### src/rtl/sign_ext_pkg.sv
// Shared types and default lengths for the registered immediate extender.
// Optional left-shift-by-one feature is enabled with SIGN_EXT_SHL1_EN.
package sign_ext_pkg;

    typedef enum logic [1:0] {
        LEN_A    = 2'd0,
        LEN_B    = 2'd1,
        LEN_C    = 2'd2,
        LEN_FULL = 2'd3
    } ext_len_t;

    typedef enum logic [1:0] {
        EMPTY = 2'd0,
        ONE   = 2'd1,
        FULL  = 2'd2
    } skid_state_t;

    localparam int DEF_LEN0 = 5;
    localparam int DEF_LEN1 = 8;
    localparam int DEF_LEN2 = 11;

    // Maps a length select onto the number of live field bits.
    function automatic int len_width(input ext_len_t len, input int l0, input int l1,
                                     input int l2, input int full_w);
        int w;
        case (len)
            LEN_A:    w = l0;
            LEN_B:    w = l1;
            LEN_C:    w = l2;
            LEN_FULL: w = full_w;
            default:  w = full_w;
        endcase
        return w;
    endfunction

endpackage

### src/rtl/sign_ext_pipe_if.sv
// Stream interface between decode (master) and the extender pipe (slave).
// in_shl1 only exists when SIGN_EXT_SHL1_EN is defined.
interface sign_ext_pipe_if #(
    parameter int IN_W  = 16,
    parameter int OUT_W = 16
);
    logic             in_valid;
    logic             in_ready;
    logic [IN_W-1:0]  in_field;
    logic [1:0]       in_len;
    logic             in_zext;
`ifdef SIGN_EXT_SHL1_EN
    logic             in_shl1;
`endif
    logic             out_valid;
    logic             out_ready;
    logic [OUT_W-1:0] out_data;

    modport master (
        output in_valid, in_field, in_len, in_zext,
`ifdef SIGN_EXT_SHL1_EN
        output in_shl1,
`endif
        input  in_ready,
        input  out_valid, out_data,
        output out_ready
    );

    modport slave (
        input  in_valid, in_field, in_len, in_zext,
`ifdef SIGN_EXT_SHL1_EN
        input  in_shl1,
`endif
        output in_ready,
        output out_valid, out_data,
        input  out_ready
    );
endinterface

### src/rtl/sign_ext_core.sv
// Combinational field select and sign/zero extension of a raw immediate.
// With SIGN_EXT_SHL1_EN the extended value may additionally be shifted left by one.
module sign_ext_core
    import sign_ext_pkg::*;
#(
    parameter int IN_W  = 16,
    parameter int OUT_W = 16,
    parameter int LEN0  = DEF_LEN0,
    parameter int LEN1  = DEF_LEN1,
    parameter int LEN2  = DEF_LEN2
) (
    input  logic [IN_W-1:0]  field,
    input  logic [1:0]       len,
    input  logic             zext,
`ifdef SIGN_EXT_SHL1_EN
    input  logic             shl1,
`endif
    output logic [OUT_W-1:0] ext
);
    localparam int IDX_W = (OUT_W > 1) ? $clog2(OUT_W) : 1;

    logic [OUT_W-1:0] field_wide_s;
    logic [OUT_W-1:0] ext_s;
    logic [IDX_W-1:0] msb_idx_s;
    logic             fill_s;
    int               len_w_s;

    // Keep the low L bits and replicate the fill bit above them.
    always_comb begin
        field_wide_s             = '0;
        field_wide_s[IN_W-1:0]   = field;
        len_w_s                  = len_width(ext_len_t'(len), LEN0, LEN1, LEN2, IN_W);
        msb_idx_s                = IDX_W'(len_w_s - 1);
        fill_s                   = zext ? 1'b0 : field_wide_s[msb_idx_s];
        ext_s                    = '0;
        for (int i = 0; i < OUT_W; i++) begin
            if (i < len_w_s) begin
                ext_s[i] = field_wide_s[i];
            end else begin
                ext_s[i] = fill_s;
            end
        end
    end

`ifdef SIGN_EXT_SHL1_EN
    // Branch displacements are halfword-scaled, so shift after extension.
    always_comb begin
        if (shl1) begin
            ext = {ext_s[OUT_W-2:0], 1'b0};
        end else begin
            ext = ext_s;
        end
    end
`else
    // No shift option in this build.
    always_comb begin
        ext = ext_s;
    end
`endif

endmodule

### src/rtl/sign_ext_pipe.sv
// Registered immediate extender with a 2-entry skid buffer on a valid/ready stream.
// Define SIGN_EXT_SHL1_EN to add the in_shl1 post-extension left shift.
module sign_ext_pipe
    import sign_ext_pkg::*;
#(
    parameter int IN_W  = 16,
    parameter int OUT_W = 16,
    parameter int LEN0  = DEF_LEN0,
    parameter int LEN1  = DEF_LEN1,
    parameter int LEN2  = DEF_LEN2
) (
    input  logic            clk,
    input  logic            rst,
    sign_ext_pipe_if.slave  bus
);
    skid_state_t      state_r;
    logic             out_valid_r;
    logic             skid_valid_r;
    logic [OUT_W-1:0] out_data_r;
    logic [OUT_W-1:0] skid_data_r;
    logic [OUT_W-1:0] ext_s;
    logic             in_ready_s;
    logic             in_fire_s;
    logic             out_fire_s;

    sign_ext_core #(
        .IN_W  (IN_W),
        .OUT_W (OUT_W),
        .LEN0  (LEN0),
        .LEN1  (LEN1),
        .LEN2  (LEN2)
    ) u_core (
        .field (bus.in_field),
        .len   (bus.in_len),
        .zext  (bus.in_zext),
`ifdef SIGN_EXT_SHL1_EN
        .shl1  (bus.in_shl1),
`endif
        .ext   (ext_s)
    );

    // Ready comes only from stored state so out_ready never reaches in_ready.
    always_comb begin
        in_ready_s = ~skid_valid_r & ~rst;
        in_fire_s  = bus.in_valid & in_ready_s;
        out_fire_s = out_valid_r & bus.out_ready;
    end

    assign bus.in_ready  = in_ready_s;
    assign bus.out_valid = out_valid_r;
    assign bus.out_data  = out_data_r;

    // Skid-buffer state machine; extension result is only sampled on in_fire_s.
    always_ff @(posedge clk or posedge rst) begin
        if (rst) begin
            state_r      <= EMPTY;
            out_valid_r  <= 1'b0;
            skid_valid_r <= 1'b0;
            out_data_r   <= '0;
            skid_data_r  <= '0;
        end else begin
            case (state_r)
                EMPTY: begin
                    if (in_fire_s) begin
                        out_data_r  <= ext_s;
                        out_valid_r <= 1'b1;
                        state_r     <= ONE;
                    end else begin
                        state_r     <= EMPTY;
                    end
                end
                ONE: begin
                    if (in_fire_s && out_fire_s) begin
                        out_data_r   <= ext_s;
                    end else if (in_fire_s) begin
                        skid_data_r  <= ext_s;
                        skid_valid_r <= 1'b1;
                        state_r      <= FULL;
                    end else if (out_fire_s) begin
                        out_valid_r  <= 1'b0;
                        state_r      <= EMPTY;
                    end else begin
                        state_r      <= ONE;
                    end
                end
                FULL: begin
                    if (out_fire_s) begin
                        out_data_r   <= skid_data_r;
                        skid_valid_r <= 1'b0;
                        state_r      <= ONE;
                    end else begin
                        state_r      <= FULL;
                    end
                end
                default: begin
                    state_r      <= EMPTY;
                    out_valid_r  <= 1'b0;
                    skid_valid_r <= 1'b0;
                    out_data_r   <= '0;
                    skid_data_r  <= '0;
                end
            endcase
        end
    end

endmodule

### src/flat_wrapper.sv
// flat-port wrapper written by rule: the top's interface ports become plain ports
module sign_ext_pipe_flat import sign_ext_pkg::*;
#(
    parameter int IN_W  = 16,
    parameter int OUT_W = 16,
    parameter int LEN0  = DEF_LEN0,
    parameter int LEN1  = DEF_LEN1,
    parameter int LEN2  = DEF_LEN2
)
  (clk, rst, bus_in_valid, bus_in_field, bus_in_len, bus_in_zext, bus_in_ready, bus_out_valid, bus_out_data, bus_out_ready);
  sign_ext_pipe_if #(.IN_W(IN_W), .OUT_W(OUT_W)) bus_i ();
  input  logic clk;
  input  logic rst;
  input wire logic [$bits(bus_i.in_valid)-1:0] bus_in_valid;
  input wire logic [$bits(bus_i.in_field)-1:0] bus_in_field;
  input wire logic [$bits(bus_i.in_len)-1:0] bus_in_len;
  input wire logic [$bits(bus_i.in_zext)-1:0] bus_in_zext;
  output wire logic [$bits(bus_i.in_ready)-1:0] bus_in_ready;
  output wire logic [$bits(bus_i.out_valid)-1:0] bus_out_valid;
  output wire logic [$bits(bus_i.out_data)-1:0] bus_out_data;
  input wire logic [$bits(bus_i.out_ready)-1:0] bus_out_ready;
  assign bus_i.in_valid = bus_in_valid;
  assign bus_i.in_field = bus_in_field;
  assign bus_i.in_len = bus_in_len;
  assign bus_i.in_zext = bus_in_zext;
  assign bus_in_ready = bus_i.in_ready;
  assign bus_out_valid = bus_i.out_valid;
  assign bus_out_data = bus_i.out_data;
  assign bus_i.out_ready = bus_out_ready;
  sign_ext_pipe #(.IN_W(IN_W), .OUT_W(OUT_W), .LEN0(LEN0), .LEN1(LEN1), .LEN2(LEN2)) u_core (.clk(clk), .rst(rst), .bus(bus_i));
endmodule
### config.mk
export PLATFORM = sky130hd
export DESIGN_NAME = sign_ext_pipe_flat
export DESIGN_NICKNAME = d
export VERILOG_FILES = /design/src/rtl/sign_ext_pkg.sv /design/src/rtl/sign_ext_pipe_if.sv /design/src/rtl/sign_ext_core.sv /design/src/rtl/sign_ext_pipe.sv /design/src/flat_wrapper.sv
export SDC_FILE = /design/constraint.sdc
export NUM_CORES = 1
export LEC_CHECK = 0
export CORE_MARGIN = 3
export CORE_UTILIZATION = 45
export DETAILED_ROUTE_END_ITERATION = 8
export PLACE_DENSITY_LB_ADDON = 0.25
export SLEW_MARGIN = 20
export SYNTH_ARGS = -nofsm -noshare
export SYNTH_HDL_FRONTEND = slang
export SYNTH_HIERARCHICAL = 1
export SYNTH_SLANG_ARGS = --single-unit
### constraint.sdc
create_clock -name clk -period 2.47 [get_ports clk]
set_clock_uncertainty 0.2 [all_clocks]
set_input_delay 0.741 -clock clk [delete_from_list [all_inputs] [get_ports clk]]
set_output_delay 0.741 -clock clk [all_outputs]
set_load 0.03 [all_outputs]
# Word level (Yosys, flattened, before mapping)
# Index checks and enable logic that the tools add are counted.
[totals] ff_bits=36 wordCells=90
[op_classes] addsub=1 n_lt_le_gt_ge=17 n_eq_ne=12 muxes=39 bitwise_logic=8 reduce_logical=8
[op_table] cell="$lt A5 B32 Y1 const A" count=8
[op_table] cell="$lt A4 B32 Y1 const A" count=4
[op_table] cell="$pmux W32 S4" count=1
[op_table] cell="$lt A3 B32 Y1 const A" count=2
[op_table] cell="$mux W16" count=4
[op_table] cell="$pmux W16 S3" count=1
[op_table] cell="$lt A1 B32 Y1 const A" count=1
[op_table] cell="$lt A2 B32 Y1 const A" count=1
[op_table] cell="$pmux W16 S2" count=1
[op_table] cell="$mux W1" count=25
[op_table] cell="$ne A2 B1 Y1 const B" count=4
[op_table] cell="$eq A2 B2 Y1 const B" count=3
[op_table] cell="$mux W2" count=3
[op_table] cell="$ne A2 B2 Y1 const B" count=3
[op_table] cell="$pmux W1 S3" count=2
[op_table] cell="$pmux W2 S3" count=1
[op_table] cell="$reduce_and A3 Y1" count=2
[op_table] cell="$lt A4 B5 Y1 const B" count=1
[op_table] cell="$not A1 Y1" count=5
[op_table] cell="$reduce_and A5 Y1" count=1
[op_table] cell="$bmux W1 S4" count=1
[op_table] cell="$eq A2 B1 Y1 const B" count=2
[op_table] cell="$logic_not A2 Y1" count=2
[op_table] cell="$reduce_and A4 Y1" count=1
[op_table] cell="other kinds (4)" count=6

# Depth between registers and ports, before layout
[logic_depth] word_depth=10 mapped_depth=7 ltp_nobuf=5

# Cells and area by module
# The synthesis kept the hierarchy.
[by_module_without_submodules] module="sign_ext_pipe" n_inst=1 cells_each=168 area_per_inst_um2=1921.8 seq_area_each_um2=900.9
[by_module_without_submodules] module="sign_ext_core" n_inst=1 cells_each=35 area_per_inst_um2=216.5 seq_area_each_um2=0.0

# Worst setup path after synthesis
# OpenSTA, ideal clock, no wires.
[synth_path] path_type="input -> register" start="input port bus_in_len[1]" end="register u_core.out_data_r[11] (netlist: u_core/bus.out_data[11])" setup_time_ns=0.125 arrival_ns=1.852 t_required_ns=2.145 slack_ns=0.293 cell_stages=5 path_cell_list="buf_2 mux2i_1 o311ai_0 mux2_2 mux2_4"
[synth_via] elab_chain_cells=9
[synth_rtl] element="start, declared" line_no="flat_wrapper.sv:16" source="input wire logic [$bits(bus_i.in_len)-1:0] bus_in_len;"
[synth_rtl] element="$eq A2 B2 Y1 (tied with other cells)" line_no="sign_ext_pkg.sv:26" source="case (len)"
[synth_rtl] element="$pmux W32 S4 (*)" line_no="sign_ext_pkg.sv:26"
[synth_rtl] element="$sub A4 B2 Y4" line_no="sign_ext_core.sv:33" source="msb_idx_s = IDX_W'(len_w_s - 1);"
[synth_rtl] element="$bmux W1 S4" line_no="sign_ext_core.sv:34" source="fill_s = zext ? 1'b0 : field_wide_s[msb_idx_s];"
[synth_rtl] element="$mux W1 (not written as such)" line_no="sign_ext_core.sv:34"
[synth_rtl] element="$mux W1" line_no="sign_ext_core.sv:34"
[synth_rtl] element="$mux W1 (*)" line_no="sign_ext_core.sv:37" source="if (i < len_w_s) begin"
[synth_rtl] element="via u_core.ext_s[11]" line_no="sign_ext_pipe.sv:21" source="logic [OUT_W-1:0] ext_s;"
[synth_rtl] element="$mux W16, on equally long branches" line_no="sign_ext_pipe.sv:73, sign_ext_pipe.sv:64"
[synth_rtl] element="$pmux W16 S3 (*)" line_no="sign_ext_pipe.sv:62" source="case (state_r)"
[synth_rtl] element="end signal, assigned" line_no="sign_ext_pipe.sv:65" source="out_data_r <= ext_s;"
[synth_rtl] element="end signal, assigned" line_no="sign_ext_pipe.sv:74" source="out_data_r <= ext_s;"
[synth_rtl] element="end signal, assigned" line_no="sign_ext_pipe.sv:88" source="out_data_r <= skid_data_r;"
[synth_rtl] element="end, declared" line_no="sign_ext_pipe.sv:19" source="logic [OUT_W-1:0] out_data_r;"
# The timed path passes the listed nets; every way through them passes the cells marked *. The select of a mux whose other input is x is not followed.
# A chain may end at the register's enable or synchronous reset.

# Worst setup path after layout
[layout_path] start="input port bus_in_len[0]" end="register u_core.out_data_r[6] (netlist: u_core/bus.out_data[6])"
# Same word-level chain as after synthesis.

==> flow_summary.yaml <==
status:
  outcome: "finished clean"
min_path:
  holdCritPathClass: "reg2reg"
die:
  die_w_um: 74.9
  pin_count: 41
  core_um2: 4470
  initial_utilization_pct: 47.8
  die_y_um: 74.9
  die-area_um2: 5620
  rows: 24
synth:
  postSynthCellCount: 203
  yosys.cell_types.count: 32
  post-synth-top-area-cell: "sky130_fd_sc_hd__dfrtp_1"
  netlist.area_leader.share_pct: 42.1
  synth_top_cells_by_count: "sky130_fd_sc_hd__dfrtp_1, sky130_fd_sc_hd__nand2b_1, sky130_fd_sc_hd__mux2_2, sky130_fd_sc_hd__nand2_1"
  synth.cell_area_um2: 2140
  yosysSeqAreaShare_pct: 42.1
  synthesis.yosys.warnings: 6
  asyncSetResetFlopFracSynth_pct: 100
  synth_fp_nets: 226
  post_synth_main_area_contributors: "sky130_fd_sc_hd__dfrtp_1, sky130_fd_sc_hd__mux2_2, sky130_fd_sc_hd__mux2_4, sky130_fd_sc_hd__nand2b_1, sky130_fd_sc_hd__a211o_1"
  most_common_cell_in_the_netlist: "sky130_fd_sc_hd__dfrtp_1"
  syn-mean-instance-area_um2: 10.5
  number_of_enable_flip_flop_cells_after_synthesis: 0
  postSynthRegisterBits: 36
  synthFlopType: "sky130_fd_sc_hd__dfrtp_1"
worst_setup_path:
  path_class: "in2reg"
  worst_setup_path_start_kind: "primary input"
  critPathCaptureType: "register"
  worstPathRequired_ns: 2.50
  critical_path.max_fanout: 10
  timing.critical_path.arrival_ns: 2.39
drt:
  wl_mm: 4.81
  final_antenna_net_count: 0
  dr_vias_cell: 5.54
  post_drt_wl_per_cell_um: 15.5
  drt_first_pass_iters: 4
  drt_iter0_markers: 91
  vias: 1723
  post-route-drc-count: 0
global_route:
  grt_start_max_net_pins: 27
  antenna_found_initial: 0
  grt_usage_pct: 19.9
  first_global_vias: 1838
  first_pass_grt_wire_length_mm: 8.48
  globalRoute.totalOverflow: 0
cells_and_area:
  insertedDiodeCount: 0
  area.growth.synth_to_final_pct: 33.7
  fillCellCount: 350
  net_count_reported_at_finish: 281
  post_route_cells_drive_above_1_share_pct: 25.5
  instances_no_fill: 311
pwr:
  ir_drop_v: 0.000591
  power.density_nw_per_um2: 771
  cellLeakagePower_nw: 1.24
clock_network:
  cts.repair_timing.setup_buffer_count: 0
  clock_latency_ns: 0.29
  tritoncts_num_sinks: 36
  path_clk_slew_ns: 0.07
  postCtsHoldBufs: 0
  cts_tree: "yes"
  clock_tree.root_cell: "sky130_fd_sc_hd__clkbuf_8"
  post_cts_resize_count: 0
  htree_levels: 2
  tritoncts.num_buffers: 5
  max-clock-path-buffers: 2
sta:
  final-max-slew-violation-count: 0
  setup_viol: 0
  worst-slew-pin-transition_ns: 0.600
  maxSlewHeadroom_pct: 60.0
  max_freq_ghz: 0.424
  finalHoldViolCount: 0
  crit_path_time_final_ns: 2.36
  grt_setup_unrepaired: "false"
  timing.hold.ws_ns: 0.307
  timing.final.crit_share_pct: 95.6
flow_run:
  maxCapViolations: 0
placement:
  placement.io_buffers: 40
  detailed_place_hpwl_mm: 3.32
  place.detailed.instances: 303
  routabilityCongestion: 0.805
-- final cells by class --
type                       instances  area [um2]  area share (%)
tap                               52        65.1            2.28
multi-input combinational        143        1110            38.9
inverter                           3        11.3           0.394
sequential                        36         901            31.5
timing repair buffer              69         643            22.5
clock buffer                       7        96.3            3.37
clock inverter                     1        30.0            1.05
-- path summary, 6_finish.rpt --
path | slack, ns | to | start | cells after the start
worst min-delay path | 0.31 | u_core/bus.out_data[4]$_DFFE_PP0P_ | u_core/bus.out_data[4]$_DFFE_PP0P_ | 1
worst min register to register | 0.31 | u_core/bus.out_data[4]$_DFFE_PP0P_ | u_core/bus.out_data[4]$_DFFE_PP0P_ | 1
max in group asynchronous | 1.28 | u_core/skid_data_r[7]$_DFFE_PP0P_ | rst | 4
worst max register to register | 0.48 | u_core/skid_data_r[14]$_DFFE_PP0P_ | u_core/state_r[1]$_DFFE_PP0P_ | 4
worst max-delay path | 0.11 | u_core/bus.out_data[6]$_DFFE_PP0P_ | bus_in_len[0] | 7
min in group asynchronous | 0.45 | u_core/bus.out_valid$_DFFE_PP0P_ | rst | 4
-- flip-flops by register name, indices dropped and copies added, names as in the netlist --
register,cells
u_core/bus.out_data,16
u_core/skid_data_r,16
u_core/state_r,2
u_core/bus.out_valid,1
u_core/skid_valid_r,1
-- worst max-delay path, stage by stage --
cell and delay (ns):
sky130_fd_sc_hd__clkdlybuf4s50_1 0.48, sky130_fd_sc_hd__buf_4 0.21, sky130_fd_sc_hd__or4b_4 0.53, sky130_fd_sc_hd__nand2_1 0.08
sky130_fd_sc_hd__nand2b_1 0.06, sky130_fd_sc_hd__o21ai_0 0.10, sky130_fd_sc_hd__mux2_2 0.18
-- stage by stage --
stage                     worst slack [ns]  utilization (%)  setup TNS, ns  cell area, um2  power, W
after floorplan                      0.293                -              0            2140   0.00127
after global placement              -0.160             61.0          -3.20            2730   0.00164
after detailed placement            -0.172             61.0          -3.41            2730   0.00164
after CTS                          0.00682             63.8              0            2860   0.00223
after global routing                0.0297             63.9              0            2860   0.00231
final                                0.109             63.9              0            2860   0.00220
-- cell families after synthesis --
group	share of synthesized area, %
AOI/OAI and AO/OA	17.0
xor gates and xnor gates	0.410
buffers and inverters	5.85
DFF	42.1
muxes	16.8
and+or+nand+nor	17.8
-- placed cells by master (no fill, tap or decap), drive strengths merged --
master and instances:
a211o 10, a21boi 1, a21oi 10, a2bb2oi 1, and2 2, and4 1, buf 30, bufinv 1
clkbuf 7, clkdlybuf4s50 38, dfrtp 36, dlymetal6s2s 1, inv 3, mux2 25, mux2i 4, nand2 15
nand2b 23, nand3 5, nand4bb 1, nor2 3, nor2b 10, nor3b 2, nor4b 1, o21ai 10
o221ai 7, o22ai 1, o311ai 5, o31ai 3, o32ai 1, or4b 1, xor2 1
-- routing by layer --
| metal | track usage (%) | routed length (um) | vias up |
|---|---|---|---|
| met3 | 4.27 | 219 | 6 |
| met5 | 0 | 0 | - |
| met2 | 32.5 | 2220 | 42 |
| met4 | 5.93 | 70 | 0 |
| li1 | - | - | 837 |
| met1 | 26.5 | 2300 | 838 |
-- power breakdown --
| part | total [W] | internal [W] | switching (W) |
|---|---|---|---|
| logic | 0.000835 | 0.000428 | 0.000407 |
| clock network | 0.000578 | 0.000356 | 0.000222 |
| registers | 0.000791 | 0.000719 | 0.0000716 |
No activity file was read; power rests on OpenSTA's default activity.
